## config.mk

```make
export PLATFORM = sky130hd
export DESIGN_NAME = accumulatore_prodotti
export DESIGN_NICKNAME = d
export VERILOG_FILES = /design/src/rtl/accumulatore_prodotti.sv
export SDC_FILE = /design/constraint.sdc
export NUM_CORES = 1
export LEC_CHECK = 0
export BUFFER_PORTS_ARGS = -buffer_cell sky130_fd_sc_hd__buf_2
export CORE_ASPECT_RATIO = 0.7
export CORE_UTILIZATION = 40
export CTS_BUF_LIST = sky130_fd_sc_hd__clkbuf_4 sky130_fd_sc_hd__clkbuf_8 sky130_fd_sc_hd__clkbuf_16
export DETAILED_ROUTE_END_ITERATION = 12
export PLACE_DENSITY_LB_ADDON = 0.12
export SYNTH_ARGS = -nofsm -noshare
export SYNTH_HDL_FRONTEND = slang
export SYNTH_SLANG_ARGS = --single-unit
```

## constraint.sdc

```tcl
create_clock -name clock -period 2.8 [get_ports clock]
set_clock_uncertainty 0.15 [all_clocks]
set_input_delay 0.42 -clock clock [delete_from_list [all_inputs] [get_ports clock]]
set_output_delay 0.42 -clock clock [all_outputs]
set_load 0.05 [all_outputs]
```

## src/rtl/accumulatore_prodotti.sv

```systemverilog
// Multiply-accumulate back end: sums N unsigned products into a saturating
// accumulator and hands the block result downstream with valid/ready.
module accumulatore_prodotti #(
    parameter int W_IN  = 4,
    parameter int W_ACC = 8,
    parameter int N     = 4
) (
    input  logic             clock,
    input  logic             reset,
    input  logic             azzera,
    input  logic             in_valid,
    input  logic [W_IN-1:0]  in_dato,
    output logic             in_ready,
    output logic             out_valid,
    output logic [W_ACC-1:0] out_somma,
    output logic             out_ovf,
    input  logic             out_ready
);
    localparam int CW = $clog2(N + 1);
    localparam logic [CW-1:0] CNT_LAST = CW'(N - 1);
    localparam logic [W_ACC:0] ACC_MAX = {1'b0, {W_ACC{1'b1}}};

    typedef enum logic {ACCUM, EMIT} state_t;

    state_t           state_q, state_d;
    logic [W_ACC-1:0] acc_q, acc_d;
    logic [CW-1:0]    cnt_q, cnt_d;
    logic             ovf_q, ovf_d;
    logic [W_ACC:0]   sum;

    // One extra bit so an overflow of the add is visible before clamping.
    assign sum = {1'b0, acc_q} + (W_ACC+1)'(in_dato);

    always_comb begin
        state_d = state_q;
        acc_d   = acc_q;
        cnt_d   = cnt_q;
        ovf_d   = ovf_q;
        if (azzera) begin
            state_d = ACCUM;
            acc_d   = '0;
            cnt_d   = '0;
            ovf_d   = 1'b0;
        end else begin
            case (state_q)
                ACCUM: begin
                    if (in_valid) begin
                        if (sum > ACC_MAX) begin
                            acc_d = ACC_MAX[W_ACC-1:0];
                            ovf_d = 1'b1;
                        end else begin
                            acc_d = sum[W_ACC-1:0];
                        end
                        cnt_d = cnt_q + 1'b1;
                        if (cnt_q == CNT_LAST) state_d = EMIT;
                    end
                end
                EMIT: begin
                    if (out_ready) begin
                        state_d = ACCUM;
                        acc_d   = '0;
                        cnt_d   = '0;
                        ovf_d   = 1'b0;
                    end
                end
                default: state_d = ACCUM;
            endcase
        end
    end

    always_ff @(posedge clock) begin
        if (reset) begin
            state_q <= ACCUM;
            acc_q   <= '0;
            cnt_q   <= '0;
            ovf_q   <= 1'b0;
        end else begin
            state_q <= state_d;
            acc_q   <= acc_d;
            cnt_q   <= cnt_d;
            ovf_q   <= ovf_d;
        end
    end

    // Outputs come only from registers, never from in_valid/out_ready.
    assign in_ready  = (state_q == ACCUM);
    assign out_valid = (state_q == EMIT);
    assign out_somma = acc_q;
    assign out_ovf   = ovf_q;
endmodule

```

==> results of run 1 <==
## power breakdown
group          switching (µW)  internal, µW  leakage (µW)  total, µW
clock network            60.2          64.9     0.0000184        125
registers                2.74           188      0.000105        191
logic                    34.9          21.8      0.000285       56.6
## sequential cells by signal, indices dropped and copies added, names as in the netlist
signal / count
out_ovf: 1
cnt_q: 3
out_valid: 1
out_somma: 8
## final timing paths
| kind | cells after the start | endpoint | from |
|---|---|---|---|
| max | 7 | out_somma[4] | out_somma[0] |
| min reg2reg | 2 | out_ovf | out_ovf |
| min | 3 | out_somma[4] | reset |
| max reg2reg | 7 | out_somma[4] | out_somma[0] |
## worst register-to-register path: cells and delay by family, from the launching register on
| family | cells | cell delay, ns |
|---|---|---|
| fa+ha+maj | 2 | 0.57 |
| simple gates | 1 | 0.20 |
| compound gates | 3 | 0.67 |
| buf+inv | 1 | 0.05 |
| flops | 1 | 0.35 |
## final cells by class
| class | count | area share (%) |
|---|---|---|
| timing repair buffer | 20 | 11.2 |
| tap | 21 | 2.86 |
| multi-input combinational | 68 | 51.4 |
| clock buffer | 4 | 3.27 |
| sequential | 13 | 28.4 |
| inverter | 7 | 2.86 |
## through the flow
step                      std cells  worst slack [ns]
after global placement          129             0.583
after floorplan                  91             0.514
final                           133             0.692
after CTS                       133             0.681
after detailed placement        129             0.555
after global routing            133             0.515
## per-layer routing
metal	routed length [µm]	up-vias	GRT usage [%]	part of all wire, %
met5	0	-	0	0
met4	7	0	3.85	0.41
met3	110	2	8.24	6.4
met2	686	19	27.1	40
met1	914	316	28.1	53
li1	-	373	-	-
## logic make-up (layout without fill, tap and decap cells)
group,count (synthesis),in the layout,synth area share (%)
buffers and inverters,10,31,5.80
AO/OA/AOI/OAI,30,30,27.2
adder cells (fa/ha/maj),7,7,12.2
flip-flops,13,13,33.5
XOR/XNOR,1,1,1.13
AND/OR/NAND/NOR,30,30,20.1
## cell usage after synthesis (all sizes together) (2+ instances only)
master,number
ha,6
a211oi,2
dfxtp,13
nand2,3
nor2,11
a22oi,3
nand2b,3
a21oi,13
o21ai,3
inv,7
nor2b,2
clkbuf,2
and3,3
==> summary.txt, run 1 <==
Overall Global Routing Usage -> 19.8%
Die Span X -> 54.7 µm
Result of the run -> completed
Power Dens Cells -> 406 mW/mm²
Count of pins on the block boundary -> 20
Initial antenna violation count -> 0
Insertion delay to the later sink of the worst-skew pair -> 0.27 ns
Remaining number of nets flagged by the antenna check after routing -> 0
Starting density of the core -> 45.8%
H-tree depth reported by CTS -> 1
DRC marker count from the first detailed-route iteration -> 14
Net count reported at finish -> 129
Buffer type at the clock tree root -> sky130_fd_sc_hd__clkbuf_4
Total number of vias -> 710
Last weighted congestion value of the routability-driven placer -> 0.795
Buf+Inv Stages, Crit Path -> 1
Cell Area, Placed -> 887 µm²
Fill count -> 177
Count of antenna diodes in the layout -> 0
Share of the synthesized area in the top cell type -> 33.5%
Number of enable flip-flop cells after synthesis -> 0
Pin count of the biggest net entering global routing -> 12
Total of flip-flops plus latches after synthesis -> 13
Global-route wire length before repair -> 2810 µm
Final core occ -> 54.1%
Most common flop cell mapped by yosys -> sky130_fd_sc_hd__dfxtp_1
Max-cap viol count -> 0
Per-cell via count in the routed design -> 5.34
FMAX -> 474 MHz
Footprint of the flip-flops and latches -> 260 µm²
Die ar. -> 0.00213 mm²
Rel. slew slack -> 73.0%
Share of layout cells above drive strength 1 -> 25.9%
Maximum ir drop on the vdd rail -> 0.000271 V
Cell type with the highest aggregate area in the netlist -> sky130_fd_sc_hd__dfxtp_1
Cts hold-fix bufs -> 0
Cts repair resizes -> 0
Largest delay contributor family on the critical path -> compound AO/OA/AOI/OAI gates
Placement Rows -> 12
Post-synthesis async set-or-reset flop share -> 0%
Most common library cell in the layout ignoring fill and taps -> sky130_fd_sc_hd__buf_2
Top cells by area in the synthesized netlist -> sky130_fd_sc_hd__dfxtp_1, sky130_fd_sc_hd__ha_1, sky130_fd_sc_hd__a21oi_1
Worst Path Required -> 2.82 ns
Largest fanout on the critical path -> 4
Total core area -> 0.00170 mm²
Placed wire-length estimate after detailed placement -> 1320 µm
Post-Syn Area per Cell -> 8.54 µm²
Netlist area before placement -> 777 µm²
Sequential share of the synthesized area -> 33.5%
Post-layout minimum cycle time -> 2.11 ns
Area growth from synthesis to layout -> 18.0%
Clk slew on worst S/H paths -> 0.08 ns
Setup_tns -> 0 ns
Series of cell instances along the critical path -> ha_1 > inv_1 > fa_1 > nand2b_1 > a21oi_1 > a21oi_1 > o221a_2
Count of cell types in the netlist -> 36
Critical Path Source Type -> register
Final Max Tran Viols -> 0
Cell area after layout -> 917 µm²
Multi-input logic area -> 472 µm²
Final Hold Violating Endpoints -> 0
Setup fix buffers added after clock tree synthesis -> 0
Reg-to-reg slack, setup -> 0.69 ns
Data arrival time at the worst-slack endpoint -> 2.13 ns
TritonCTS clock tree -> yes
Longest Clk Path Bufs -> 2
Worst Setup End Kind -> register
IO Port Bufs -> 19
Setup repair after global routing missed its margin -> false
Number of CTS-inserted buffers -> 3
Total leakage power -> 0.000409 µW
Total of endpoints with negative setup slack in the final report -> 0
Highest-count cells in the layout ignoring fill and taps -> sky130_fd_sc_hd__buf_2, sky130_fd_sc_hd__dfxtp_1, sky130_fd_sc_hd__a21oi_1, sky130_fd_sc_hd__nor2_1, sky130_fd_sc_hd__inv_1
Crit path kind -> register to register
Residual DRC -> 0
Fin Hold WS -> 0.257 ns
WL/cell -> 12.9 µm
Warnings, synthesis -> 0
Detailed Routing Iterations Pass 1 -> 4
Overall power after layout -> 373 µW
Final cycle utilization of the critical path -> 75.3%
Slowest stage cell, crit path -> sky130_fd_sc_hd__fa_1
Cell count after synthesis -> 91
Total gr overflow -> 0
Most prevalent standard cell on the critical path -> sky130_fd_sc_hd__a21oi_1
Slew of the pin with the lowest slew margin -> 0.395 ns
Nets in the synthesized netlist -> 107
DRT Wirelength -> 1720 µm
Die Ht -> 38.9 µm
Stage delay of the slowest cell on the critical path -> 0.39 ns
Sink Count -> 13
Type of the worst min-delay path -> input pin to register
Via count of the first global-routing pass -> 604
No activity file was read; power rests on OpenSTA's default activity.
==> inputs of run 2 (changes only) <==
- clock period: 2.8 -> 1.9 ns (I/O delays scaled with it)
==> summary.txt, run 2 (synthesis results as in run 1) <==
Share of layout cells above drive strength 1 -> 42.7% (+17 points)
Slew of the pin with the lowest slew margin -> 0.367 ns (-0.0279 ns)
WL/cell -> 14.1 µm (+9.2%)
Remaining number of nets flagged by the antenna check after routing -> 0 (unchanged)
Setup repair after global routing missed its margin -> false
Starting density of the core -> 45.8% (unchanged)
Per-cell via count in the routed design -> 5.63 (+5.5%)
Max-cap viol count -> 0 (unchanged)
Footprint of the flip-flops and latches -> 274 µm² (+5.3%)
TritonCTS clock tree -> yes
Min-Delay Path Depth -> 3 (unchanged)
Sink Count -> 13 (unchanged)
IO Port Bufs -> 19 (unchanged)
Largest fanout on the critical path -> 5 (+1)
Total core area -> 0.00170 mm² (unchanged)
Highest-count cells in the layout ignoring fill and taps -> sky130_fd_sc_hd__buf_2, sky130_fd_sc_hd__nor2_1, sky130_fd_sc_hd__a21oi_1, sky130_fd_sc_hd__dfxtp_1
Net count reported at finish -> 134 (+3.9%)
Die Span X -> 54.7 µm (unchanged)
Multi-input logic area -> 548 µm² (+16%)
Longest Clk Path Bufs -> 2 (unchanged)
Worst reg2reg endpoint -> out_somma[7]
Initial antenna violation count -> 0 (unchanged)
Worst Hold End -> out_somma[4]
Final instance count without filler cells -> 138 (+3.8%)
Clk slew on worst S/H paths -> 0.08 ns (about the same)
Placement Rows -> 12 (unchanged)
Die Ht -> 38.9 µm (unchanged)
Most common library cell in the layout ignoring fill and taps -> sky130_fd_sc_hd__buf_2
Rel. slew slack -> 74.9% (+1.9 points)
Global-route wire length before repair -> 3170 µm (+13%)
Residual DRC -> 0 (unchanged)
Insertion delay to the later sink of the worst-skew pair -> 0.27 ns (about the same)
Maximum ir drop on the vdd rail -> 0.000506 V (+87%)
DRT Wirelength -> 1950 µm (+13%)
Total number of vias -> 777 (+9.4%)
Final core occ -> 61.6% (+7.5 points)
Total gr overflow -> 0 (unchanged)
Via count of the first global-routing pass -> 712 (+18%)
FMAX -> 540 MHz (+14%)
Final cycle utilization of the critical path -> 97.4% (+22 points)
Buffer type at the clock tree root -> sky130_fd_sc_hd__clkbuf_4
Final Hold Violating Endpoints -> 0 (unchanged)
H-tree depth reported by CTS -> 1 (unchanged)
Total leakage power -> 0.000445 µW (+8.8%)
Series of cell instances along the critical path -> ha_4 > and3_1 > a211oi_2 > or4_1 > o211a_1
Reg-to-reg slack, setup -> 0.05 ns (-0.64 ns)
Last weighted congestion value of the routability-driven placer -> 0.740 (-7.0%)
Overall Global Routing Usage -> 21.6% (+1.8 points)
Fin Hold WS -> 0.115 ns (-0.142 ns)
Pin count of the biggest net entering global routing -> 12 (unchanged)
Result of the run -> completed
Stage delay of the slowest cell on the critical path -> 0.53 ns (+0.14 ns)
Worst reg-to-reg path cell count -> 5 (-2)
Detailed Routing Iterations Pass 1 -> 4 (unchanged)
Critical Path Source Type -> register
Worst Path Required -> 1.93 ns (-0.89 ns)
Number of CTS-inserted buffers -> 3 (unchanged)
DRC marker count from the first detailed-route iteration -> 20 (+6)
Post-Place Cells -> 133 (+3.1%)
Power Dens Cells -> 545 mW/mm² (+34%)
Count of pins on the block boundary -> 20 (unchanged)
Count of antenna diodes in the layout -> 0 (unchanged)
Cts hold-fix bufs -> 0 (unchanged)
Type of the worst min-delay path -> input pin to register
Die ar. -> 0.00213 mm² (unchanged)
Post-layout minimum cycle time -> 1.85 ns (-0.257 ns)
Final Max Tran Viols -> 0 (unchanged)
Worst Setup End Kind -> register
Fill count -> 157 (-11%)
Area growth from synthesis to layout -> 34.5%
Crit path kind -> register to register
Flip-flop count of the largest register after layout -> 8 (unchanged)
Launch instance of the worst register-to-register path -> out_somma[3]
Setup_tns -> 0 ns (unchanged)
Data arrival time at the worst-slack endpoint -> 1.88 ns (-0.25 ns)
Start point of the worst min-delay path -> reset
Slowest stage cell, crit path -> sky130_fd_sc_hd__or4_1
Total of endpoints with negative setup slack in the final report -> 0 (unchanged)
Placed wire-length estimate after detailed placement -> 1440 µm (+8.7%)
[run 2: changes by cell type in the layout (fill, tap and decap cells not counted), sizes merged]
cell / delta
buf: +5
[run 2: worst max-delay path by stage]
| stage | depth (start not counted) | to | from | slack, ns |
|---|---|---|---|---|
| final | 5 | out_somma[7] | out_somma[3] | 0.05 |
| after global placement | 8 | out_somma[2] | in_dato[0] | -0.02 |
| after CTS | 7 | out_somma[7] | out_somma[0] | 0.03 |
| after global routing | 7 | out_somma[1] | out_somma[0] | 0.0005 |
| after floorplan | 7 | out_somma[4] | out_somma[0] | -0.01 |
| after detailed placement | 8 | out_somma[7] | in_dato[0] | -0.05 |
[run 2: cell type report]
cell class / count / share of cell area (%)
inverter: 7 / 2.51
timing repair buffer: 25 / 13.4
sequential: 13 / 26.2
clock buffer: 4 / 2.87
tap: 21 / 2.51
multi-input combinational: 68 / 52.5
[run 2: report_power, final]
group          internal (µW)  leakage [µW]  switching [µW]
clock                   95.7     0.0000184            91.2
sequential               275      0.000108            5.21
combinational           42.8      0.000318            59.9
[run 2: timing repair]
| action | CTS | global route |
|---|---|---|
| setup buffers | 0 | 1 |
| gates resized for setup | 1 | 2 |
| setup endpoints to repair | 1 | 7 |
| pin swaps | 1 | 0 |
[run 2: critical path: cells and delay by family, from the launching register on]
kind / cells / cell delay [ns]
simple gates: 2 / 0.72
flops: 1 / 0.37
fa+ha+maj: 1 / 0.29
compound gates: 2 / 0.22
[run 2: metal layers]
layer / global-route usage (%) / vias up / part of all wire [%]
li1: - / 385 / -
met4: 1.92 / 0 / 0.36
met3: 7.06 / 2 / 6.0
met5: 0 / - / 0
met1: 27.5 / 364 / 49
met2: 36.1 / 26 / 45
[run 2: through the flow]
step	total power (µW)	cell area, µm²	setup WS, ns
after floorplan	356	862	-0.0140
after global placement	384	1000	-0.0187
after detailed placement	386	1000	-0.0548
after CTS	576	1030	0.0273
after global routing	600	1040	0.000522
final	570	1040	0.0491
==> inputs of run 3 (changes only) <==
- ABC_AREA: default -> 1
- BUFFER_PORTS_ARGS: -buffer_cell sky130_fd_sc_hd__buf_2 -> -buffer_cell sky130_fd_sc_hd__buf_4
==> summary.txt, run 3 <==
Result of the run -> finished, violations left
Violated checks -> design-rule violations
Reg-to-reg slack, setup -> 0.09 ns (+0.04 ns)
Power Dens Cells -> 526 mW/mm² (-3.5%)
Worst Setup End Kind -> register
Share of layout cells above drive strength 1 -> 25.3% (-17 points)
Launch instance of the worst register-to-register path -> out_somma[0]
Number of enable flip-flop cells after synthesis -> 0 (unchanged)
Top cells by count, synth -> sky130_fd_sc_hd__nand2_1, sky130_fd_sc_hd__inv_1, sky130_fd_sc_hd__dfxtp_1
Total of endpoints with negative setup slack in the final report -> 0 (unchanged)
Buffer type at the clock tree root -> sky130_fd_sc_hd__clkbuf_4
Highest routing layer actually used -> met3
Final cycle utilization of the critical path -> 95.5% (-1.9 points)
Multi-input logic area -> 529 µm² (-3.4%)
Starting density of the core -> 44.4% (-1.4 points)
Cell count after synthesis -> 131 (+44%)
Area growth from synthesis to layout -> 25.5%
Overall Global Routing Usage -> 17.9% (-3.6 points)
Setup_tns -> 0 ns (unchanged)
Most prevalent standard cell on the critical path -> sky130_fd_sc_hd__nand2_1
Slew of the pin with the lowest slew margin -> 0.361 ns (-0.00609 ns)
Largest fanout on the critical path -> 8 (+3)
Final Hold Violating Endpoints -> 0 (unchanged)
Count of cell types in the netlist -> 18 (-50%)
Crit path kind -> register to register
Residual DRC -> 3 (+3)
Total leakage power -> 0.000533 µW (+20%)
Post-Syn Area per Cell -> 6.62 µm² (-22%)
Most common flop cell mapped by yosys -> sky130_fd_sc_hd__dfxtp_1
Nets in the synthesized netlist -> 147 (+37%)
Data arrival time at the worst-slack endpoint -> 1.89 ns (about the same)
Total gr overflow -> 0 (unchanged)
Flip-flop count of the largest register after layout -> 8 (unchanged)
Worst reg2reg endpoint -> out_somma[7]
Per-cell via count in the routed design -> 4.77 (-15%)
Buf+Inv Stages, Crit Path -> 2 (+2)
Initial antenna violation count -> 0 (unchanged)
Via count of the first global-routing pass -> 685 (-3.8%)
Netlist area before placement -> 867 µm² (+12%)
Die Ht -> 41.0 µm (+5.4%)
Remaining number of nets flagged by the antenna check after routing -> 0 (unchanged)
Net count reported at finish -> 171 (+28%)
DRC marker count from the first detailed-route iteration -> 33 (+65%)
Most instantiated library cell after synthesis -> sky130_fd_sc_hd__nand2_1
Post-synthesis async set-or-reset flop share -> 0% (unchanged)
Total of flip-flops plus latches after synthesis -> 13 (unchanged)
Slowest stage cell, crit path -> sky130_fd_sc_hd__dfxtp_4
Max-cap viol count -> 0 (unchanged)
IO Port Bufs -> 19 (unchanged)
Footprint of the flip-flops and latches -> 265 µm² (-3.2%)
Highest-count cells in the layout ignoring fill and taps -> sky130_fd_sc_hd__nand2_1, sky130_fd_sc_hd__inv_1, sky130_fd_sc_hd__buf_4, sky130_fd_sc_hd__a21oi_1, sky130_fd_sc_hd__dfxtp_1
TritonCTS clock tree -> yes
Pin count of the biggest net entering global routing -> 15 (+3)
Number of CTS-inserted buffers -> 3 (unchanged)
Rel. slew slack -> 75.9% (+0.98 points)
Share of the synthesized area in the top cell type -> 30.0% (-3.5 points)
Worst Path Required -> 1.98 ns (+0.05 ns)
Die ar. -> 0.00236 mm² (+11%)
Top cells by area in the synthesized netlist -> sky130_fd_sc_hd__dfxtp_1, sky130_fd_sc_hd__nand2_1, sky130_fd_sc_hd__inv_1
Sequential share of the synthesized area -> 30.0% (-3.5 points)
Routed length on met1 -> 1030 µm (+8.1%)
Worst Hold End -> out_valid
Total number of vias -> 840 (+8.1%)
H-tree depth reported by CTS -> 1 (unchanged)
Cts hold-fix bufs -> 0 (unchanged)
Min-Delay Path Depth -> 3 (unchanged)
Warnings, synthesis -> 0 (unchanged)
Routed wl met3 -> 117 µm (+0.86%)
Stage delay of the slowest cell on the critical path -> 0.37 ns (-0.16 ns)
Longest Clk Path Bufs -> 2 (unchanged)
Start point of the worst min-delay path -> in_valid
Final Max Tran Viols -> 0 (unchanged)
Routed wl met2 -> 799 µm (-8.1%)
Insertion delay to the later sink of the worst-skew pair -> 0.28 ns (about the same)
FMAX -> 551 MHz (+2.0%)
Clk slew on worst S/H paths -> 0.09 ns (about the same)
Overall power after layout -> 573 µW (+0.52%)
Maximum ir drop on the vdd rail -> 0.000336 V (-34%)
DRT Wirelength -> 1950 µm (+0.10%)
Total core area -> 0.00195 mm² (+15%)
Fill count -> 199 (+27%)
Largest delay contributor family on the critical path -> simple AND/OR/NAND/NOR gates
Type of the worst min-delay path -> input pin to register
Detailed Routing Iterations Pass 1 -> 8 (+4)
Series of cell instances along the critical path -> ha_4 > inv_2 > fa_2 > inv_2 > nand3_2 > nand2_4 > nand2_4 > nand3_2 > nand2_1 > nand2_1 > nand2_1 > nor2_1
Count of antenna diodes in the layout -> 0 (unchanged)
Placed wire-length estimate after detailed placement -> 1470 µm (+2.3%)
Count of pins on the block boundary -> 20 (unchanged)
Placement Rows -> 13 (+1)
WL/cell -> 11.1 µm (-22%)
Die Span X -> 57.7 µm (+5.4%)
Global-route wire length before repair -> 3050 µm (-3.7%)
Post-layout minimum cycle time -> 1.81 ns (-0.0370 ns)
Setup repair after global routing missed its margin -> true
Sink Count -> 13 (unchanged)
Cell type with the highest aggregate area in the netlist -> sky130_fd_sc_hd__dfxtp_1
Most common library cell in the layout ignoring fill and taps -> sky130_fd_sc_hd__nand2_1
Last weighted congestion value of the routability-driven placer -> 0.801 (+8.3%)
Critical Path Source Type -> register
Worst reg-to-reg path cell count -> 12 (+7)
[run 3: tightest hold or removal path, delay by kind of cell]
| kind | cells | cell delay (ns) |
|---|---|---|
| buffers and inverters | 1 | 0.08 |
| AND/OR/NAND/NOR | 1 | 0.07 |
| AO/OA/AOI/OAI | 1 | 0.05 |
[run 3: timing repair]
action / CTS / global route
buffers inserted: 0 / 1
pin swaps: 1 / 6
setup endpoints to repair: 1 / 8
resized for setup: 0 / 6
[run 3: per-layer routing]
metal  global-route usage, %  up-vias
met2                    28.5       20
met1                    24.2      363
li1                        -      457
met4                    1.79        0
met5                       0        -
met3                    6.94        0
[run 3: layout make-up]
class	count	area share, %
multi-input cells	94	48.6
flip-flops and latches	13	24.4
repair buffers	20	13.8
inverters	23	7.93
clock buffers	4	2.76
well taps	22	2.53
[run 3: cell families (layout without fill, tap and decap cells)]
family	count (synthesis)	after routing	synth area share, %
AND/OR/NAND/NOR	70	70	37.8
buffers and inverters	24	47	11.3
AO/OA/AOI/OAI	17	17	9.96
flip-flops	13	13	30.0
adder cells (fa/ha/maj)	7	7	11.0
[run 3: worst max path at each step]
stage               depth (start not counted)  slack [ns]      endpoint    startpoint
floorplan                                  12        0.03  out_somma[7]  out_somma[0]
global placement                           13        0.04  out_somma[7]    in_dato[0]
detailed placement                         13       -0.02  out_somma[7]    in_dato[0]
CTS                                        12       0.005  out_somma[7]  out_somma[0]
global route                               12       -0.06  out_somma[7]  out_somma[0]
finish                                     12        0.09  out_somma[7]  out_somma[0]
[run 3: metrics by stage]
step	hold slack [ns]	instance area, µm²	utilization [%]	instances	setup WS (ns)
floorplan	0.280	872	-	131	0.0336
global placement	0.290	1030	52.8	171	0.0413
detailed placement	0.294	1030	52.8	171	-0.0168
CTS	0.0953	1060	54.4	175	0.00478
global route	0.0914	1090	55.8	176	-0.0563
finish	0.0897	1090	55.8	176	0.0861
[run 3: power breakdown]
group	total (µW)	leakage, µW	internal (µW)	switching [µW]
Sequential	281	0.000106	276	4.72
Clock	191	0.0000184	95.8	95.4
Combinational	100	0.000408	38.1	62.1
